### src/rtl/store_merge_unit.sv
// -----------------------------------------------------------------------------
// store_merge_unit
//
// Write side of the data-memory interface in the memory stage. Aligns store
// data to its little-endian byte lane and drives a word-wide synchronous
// memory. Since the memory has no byte enables, byte and halfword stores run
// a two-cycle read-modify-write:
//   - IDLE: the word is read and the pipeline is stalled.
//   - MERGE: the new lanes are merged into the returned word, which is
//     written back.
// Word stores and load-address passthrough take a single cycle in IDLE.
//
// Optional build macro: STORE_BYTE_ENABLE_EN
//   When defined, the memory honours outMemBe. Every aligned store then
//   completes in one cycle with replicated write data and a lane mask, and
//   the MERGE state is never entered.
//
// Handshake: inMemWrite is a level request that the pipeline holds for as
// long as outStall=1. A request is consumed in the cycle where outStall=0:
//   - directly in IDLE for word or misaligned stores, or
//   - in MERGE for partial stores.
// Inputs are ignored while in MERGE.
//
// Ports:
//   clk, rst       clock (rising edge), synchronous active-high reset
//   inMemWrite     store request
//   inMemRead      load request (address passthrough only)
//   inStoreSize    00 word, 01 byte, 10 halfword, 11 treated as word
//   inAddr         byte address
//   inStoreData    store data, right-justified
//   inMemRd        memory read data, one cycle after address
//   outMemAddr     word address to memory (inAddr[AW+1:2] unless merging)
//   outMemWe       memory write strobe
//   outMemWd       memory write data
//   outMemBe       byte enables (4'hF unless STORE_BYTE_ENABLE_EN)
//   outStall       freeze upstream pipeline registers
//   outMisaligned  address exception pulse, store suppressed
// -----------------------------------------------------------------------------
module store_merge_unit #(
    parameter int AW = 10
) (
    input  logic          clk,
    input  logic          rst,
    input  logic          inMemWrite,
    input  logic          inMemRead,
    input  logic [1:0]    inStoreSize,
    input  logic [31:0]   inAddr,
    input  logic [31:0]   inStoreData,
    input  logic [31:0]   inMemRd,
    output logic [AW-1:0] outMemAddr,
    output logic          outMemWe,
    output logic [31:0]   outMemWd,
    output logic [3:0]    outMemBe,
    output logic          outStall,
    output logic          outMisaligned
);

    localparam logic [0:0] ST_IDLE  = 1'b0;
    localparam logic [0:0] ST_MERGE = 1'b1;

    localparam logic [1:0] SZ_BYTE = 2'b01;
    localparam logic [1:0] SZ_HALF = 2'b10;

    logic [0:0]    state_q, state_d;
    logic [AW-1:0] addr_q,  addr_d;
    logic [1:0]    lane_q,  lane_d;
    logic [1:0]    size_q,  size_d;
    logic [31:0]   data_q,  data_d;

    logic          is_byte, is_half, is_word, misaligned;
    logic [AW-1:0] addr_word;
    logic [1:0]    lane;

    // Loads need only the address; their data is consumed downstream.
    logic unused_inputs;
    assign unused_inputs = ^{inMemRead, inAddr[31:AW+2]};

    assign is_byte    = (inStoreSize == SZ_BYTE);
    assign is_half    = (inStoreSize == SZ_HALF);
    assign is_word    = !is_byte && !is_half;   // 2'b11 behaves as word
    assign lane       = inAddr[1:0];
    assign addr_word  = inAddr[AW+1:2];
    assign misaligned = (is_word && (lane != 2'b00)) || (is_half && lane[0]);

    // Overlay the latched store bytes onto the word returned by memory.
    function automatic logic [31:0] merge_word(
        input logic [31:0] old_word,
        input logic [31:0] data,
        input logic [1:0]  ln,
        input logic [1:0]  sz
    );
        logic [31:0] r;
        r = old_word;
        if (sz == SZ_HALF) begin
            if (ln[1]) r[31:16] = data[15:0];
            else       r[15:0]  = data[15:0];
        end else begin
            r[{ln, 3'b000} +: 8] = data[7:0];
        end
        return r;
    endfunction

    always_comb begin
        state_d       = state_q;
        addr_d        = addr_q;
        lane_d        = lane_q;
        size_d        = size_q;
        data_d        = data_q;
        outMemAddr    = addr_word;
        outMemWe      = 1'b0;
        outMemWd      = 32'h0;
        outMemBe      = 4'hF;
        outStall      = 1'b0;
        outMisaligned = 1'b0;

        if (state_q == ST_IDLE) begin
            // A write takes priority over a simultaneous read.
            if (inMemWrite) begin
                if (misaligned) begin
                    outMisaligned = 1'b1;
                end else if (is_word) begin
                    outMemWe = 1'b1;
                    outMemWd = inStoreData;
                end else begin
`ifdef STORE_BYTE_ENABLE_EN
                    outMemWe = 1'b1;
                    if (is_byte) begin
                        outMemWd = {4{inStoreData[7:0]}};
                        outMemBe = 4'b0001 << lane;
                    end else begin
                        outMemWd = {2{inStoreData[15:0]}};
                        outMemBe = 4'b0011 << lane;
                    end
`else
                    // Read the target word now; write the merged word next cycle.
                    outStall = 1'b1;
                    state_d  = ST_MERGE;
                    addr_d   = addr_word;
                    lane_d   = lane;
                    size_d   = inStoreSize;
                    data_d   = inStoreData;
`endif
                end
            end
        end else begin
            outMemAddr = addr_q;
            outMemWe   = 1'b1;
            outMemWd   = merge_word(inMemRd, data_q, lane_q, size_q);
            state_d    = ST_IDLE;
        end

        // Reset cancels any in-flight merge write and forces idle outputs.
        if (rst) begin
            outMemAddr    = addr_word;
            outMemWe      = 1'b0;
            outMemWd      = 32'h0;
            outMemBe      = 4'hF;
            outStall      = 1'b0;
            outMisaligned = 1'b0;
        end
    end

    always_ff @(posedge clk) begin
        if (rst) begin
            state_q <= ST_IDLE;
            addr_q  <= '0;
            lane_q  <= 2'b00;
            size_q  <= 2'b00;
            data_q  <= 32'h0;
        end else begin
            state_q <= state_d;
            addr_q  <= addr_d;
            lane_q  <= lane_d;
            size_q  <= size_d;
            data_q  <= data_d;
        end
    end

endmodule

### config.mk
export PLATFORM = sky130hd
export DESIGN_NAME = store_merge_unit
export DESIGN_NICKNAME = d
export VERILOG_FILES = /design/src/rtl/store_merge_unit.sv
export SDC_FILE = /design/constraint.sdc
export NUM_CORES = 1
export LEC_CHECK = 0
export ABC_CLOCK_PERIOD_IN_PS = 3100
export CAP_MARGIN = 10
export CORE_ASPECT_RATIO = 0.9
export CORE_MARGIN = 3
export CORE_UTILIZATION = 37
export DETAILED_ROUTE_END_ITERATION = 8
export MAX_ROUTING_LAYER = met4
export PLACE_DENSITY = 0.79
export REMOVE_ABC_BUFFERS = 1
export SKIP_LAST_GASP = 1
export SLEW_MARGIN = 20
export SYNTH_ARGS = -nofsm -noshare
export SYNTH_HDL_FRONTEND = slang
export SYNTH_SLANG_ARGS = --single-unit
### constraint.sdc
create_clock -name clk -period 3.1 [get_ports clk]
set_clock_uncertainty 0.1 [all_clocks]
set_input_delay 0.93 -clock clk [delete_from_list [all_inputs] [get_ports clk]]
set_output_delay 0.93 -clock clk [all_outputs]
set_load 0.01 [all_outputs]
==> results.rst <==
.. list-table::
   :header-rows: 1

   * - Metric
     - Value
   * - Weighted congestion reported at the end of routability-driven placement
     - approximately 0.87
   * - Floorplan die height
     - roughly 90 um
   * - Critical path required time
     - between 2 and 2.5 ns
   * - TritonCTS clock tree
     - yes
   * - Critical Path End Type
     - output pin
   * - Area growth from synthesis to layout
     - 75.0%
   * - Total via count in the routed design
     - between 4k and 5k
   * - Final worst setup slack
     - -0.299 ns
   * - DRC violations left
     - 0
   * - Buffers added on ports
     - 125
   * - Vias in the first global route
     - a little over 4k
   * - Number of cells in the finished layout apart from fillers
     - 645
   * - Crit Path Class
     - primary input to output pin
   * - Slew HR
     - between 10% and 20%
   * - CTS Buf Count
     - 5
   * - Min-Delay Path Class
     - flip-flop to flip-flop
   * - Final period util
     - 110%
   * - Count of endpoints failing hold in the final timing report
     - 0
   * - Maximum clock frequency
     - between 0.2 and 0.3 GHz
   * - Wire length per cell
     - around 22 um
   * - Gate count of the mapped netlist
     - slightly below 400
   * - Critical Path, Cell by Cell
     - buf_8, inv_4, ha_4, nor3b_4, buf_4, a21oi_4, buf_12, nor3_2, buf_2
   * - Leftover overflow at the end of global routing
     - 0
   * - Die area
     - between 8000 and 9000 sq um
   * - Antenna violations before repair
     - 1
   * - Sequential fraction of the synthesis area
     - a little over a fifth
   * - Pin count of the biggest net entering global routing
     - 31
   * - Clk pin slew, worst setup/hold paths
     - roughly 0.070 ns
   * - Root Buffer
     - clkbuf_8
   * - # clock sinks
     - 31
   * - Time the worst path needs with I/O delays and setup
     - ~3.4 ns
   * - Commonest non-fill, non-tap cell in the layout
     - clkdlybuf4s50_1
   * - H-Tree Level Count
     - 2
   * - Cell type group with the largest total delay on the critical path
     - buffers and inverters
   * - Data arrival time of the critical path
     - 2.37 ns
   * - Detailed Route WL
     - about 14 mm
   * - Synth Register Bits
     - 31
   * - Transition time at the pin with the least slew margin
     - roughly 1.2 ns
   * - Starting Density
     - between 30% and 40%
   * - GRT Overall Usage
     - a little under 30%
   * - Most used routing layer
     - met2
   * - Largest fanout on the critical path
     - 14
   * - Max rail drop VDD
     - 0.000209 V
   * - Failing checks
     - negative setup slack
   * - Post-route antenna net violation count
     - 0
   * - Total I/O pin count
     - around 150
   * - Unrepaired setup endpoints after global routing
     - yes
   * - Violation count after the first detailed-routing iteration
     - 380
   * - Count of standard-cell rows
     - 30
   * - Initial DRT Pass Iterations
     - 5
   * - Total Neg Setup Slack
     - -6.04 ns
   * - Final setup fails
     - 33
   * - GR met2 Demand/Resource
     - roughly 46%
   * - Combined area of all synthesized cells
     - roughly 3000 sq um
   * - Maximum count of clock buffers along a single path
     - 2
   * - Layout cells sized above 1
     - 39.8%
   * - Global-route wire length before repair
     - just over 20 mm
   * - Leak
     - ~1.9 nW
   * - Final Total Pwr
     - roughly 1.5 mW
   * - Synth cell types
     - 36
   * - Kind of start point of the critical path
     - primary input
   * - Avg Synthesized Cell Area
     - about 7.6 sq um
   * - Power per unit of standard cell area
     - ~290 nW/um^2
   * - Number of nets in the layout
     - 655
   * - Status
     - complete, but fails checks
   * - Core footprint
     - 7620 sq um
   * - Routed vias/inst
     - around 6.5
   * - Commonest cells after routing, fill and taps aside
     - 74 x clkdlybuf4s50_1, 59 x buf_4, 33 x buf_2, 31 x a21oi_1, 31 x dfxtp_1
   * - Met3 demand-to-capacity share in global routing
     - 6.98%
   * - Worst Path Buf+Inv
     - 5
   * - Clock latency of the later-clocked register in the worst-skew pair
     - approximately 0.29 ns
   * - Critical path's largest stage delay
     - approximately 0.25 ns
   * - GR met1 Demand/Resource
     - about 35%
   * - Number of pins exceeding their max-slew limit in the final report
     - 0
   * - Post-DP HPWL
     - about 8.2 mm
   * - Slowest library cell on the worst path
     - ha_4
   * - Warnings from Yosys
     - 0
   * - Number of violations of the max-capacitance limit
     - 0
   * - Placed cell count
     - 620
   * - Horizontal die dimension
     - 99.6 um
## logic make-up (layout without fill, tap and decap cells)
logic type                 Yosys count  in the layout  synth area share, %
buffers and inverters               60            220                 9.35
other                                1              5                0.129
and+or+nand+nor                    117            117                 23.5
adders and majority gates            6              6                 2.57
muxes                               25             25                 9.65
AOI/OAI and AO/OA                  145            145                 33.5
DFF                                 31             31                 21.3
## routing by layer
metal	up-vias	wire length [um]
met2	319	6380
met3	88	1560
met5	-	0
met1	1957	5280
li1	1800	-
met4	0	746
## worst register-to-register path: cells and delay by family (launching register included)
family	cells	cell delay, ns
DFF	1	0.48
and+or+nand+nor	1	0.27
AOI/OAI and AO/OA	2	0.40
buffers and inverters	2	0.58
## Yosys cell counts, drive strengths merged
library cell,count,area share [%]
buf,12,3.2
nor3,25,4.3
a2111oi,24,7.2
a21o,1,0.26
nand3b,1,0.26
and4b,1,0.34
and4bb,2,0.86
a211oi,9,2.3
mux2,25,9.6
a21oi,33,5.8
nor4,1,0.21
o211ai,8,2.1
dfxtp,31,21
o22ai,15,3.2
and2,9,1.9
o32a,8,2.7
a311oi,8,2.8
nor3b,1,0.43
nor2,9,1.2
nand2b,1,0.21
ha,6,2.6
inv,14,1.8
or3b,9,2.7
nor2b,28,6.0
nand3,30,5.1
clkbuf,34,4.4
o21ai,30,5.1
conb,1,0.13
a31oi,9,1.9
## repair_timing
action / in CTS / in global routing
buffers inserted: 8 / 4
hold buffers: 0 / 0
resized for setup: 248 / 57
setup endpoints to repair: 45 / 44
pin swaps: 20 / 9
cloned: 4 / 0
## where the power goes
part | switching, mW | internal (mW)
Sequential | 0.0150 | 0.421
Combinational | 0.298 | 0.291
Clock | 0.173 | 0.260
## stage by stage
stage | worst slack (ns) | hold WS [ns] | instance area [sq um] | utilization [%]
after global routing | -0.312 | 0.398 | 5100 | 67.0
after floorplan | -1.40 | 0.344 | 2710 | -
after CTS | -0.189 | 0.378 | 4910 | 64.5
after detailed placement | -1.04 | 0.366 | 4560 | 59.9
after global placement | -1.02 | 0.359 | 4560 | 59.9
final | -0.299 | 0.377 | 5100 | 67.0
## flip-flops by register name (all words and copies together), names as in the netlist
register  count
lane_q        2
data_q       16
state_q       1
size_q        2
addr_q       10
## final cells by class
class | count | area, sq um
diodes | 1 | 2.50
flip-flops and latches | 31 | 621
repair buffers | 198 | 1730
well taps | 96 | 120
multi-input cells | 297 | 2460
clock inverters | 2 | 35.0
fillers | 590 | 2510
clock buffers | 6 | 82.6
inverters | 14 | 55.1
## worst paths after layout
path | startpoint | end | slack, ns | depth (start not counted)
worst max-delay path | inStoreSize[0] | outMemWd[11] | -0.30 | 9
worst min-delay path | addr_q[5]$_SDFFE_PP0P_ | addr_q[5]$_SDFFE_PP0P_ | 0.38 | 2
worst max register to register | state_q$_DFF_P_ | data_q[13]$_SDFFE_PP0P_ | 1.21 | 5
worst min register to register | addr_q[5]$_SDFFE_PP0P_ | addr_q[5]$_SDFFE_PP0P_ | 0.38 | 2
(Power assumes the default switching activity.)
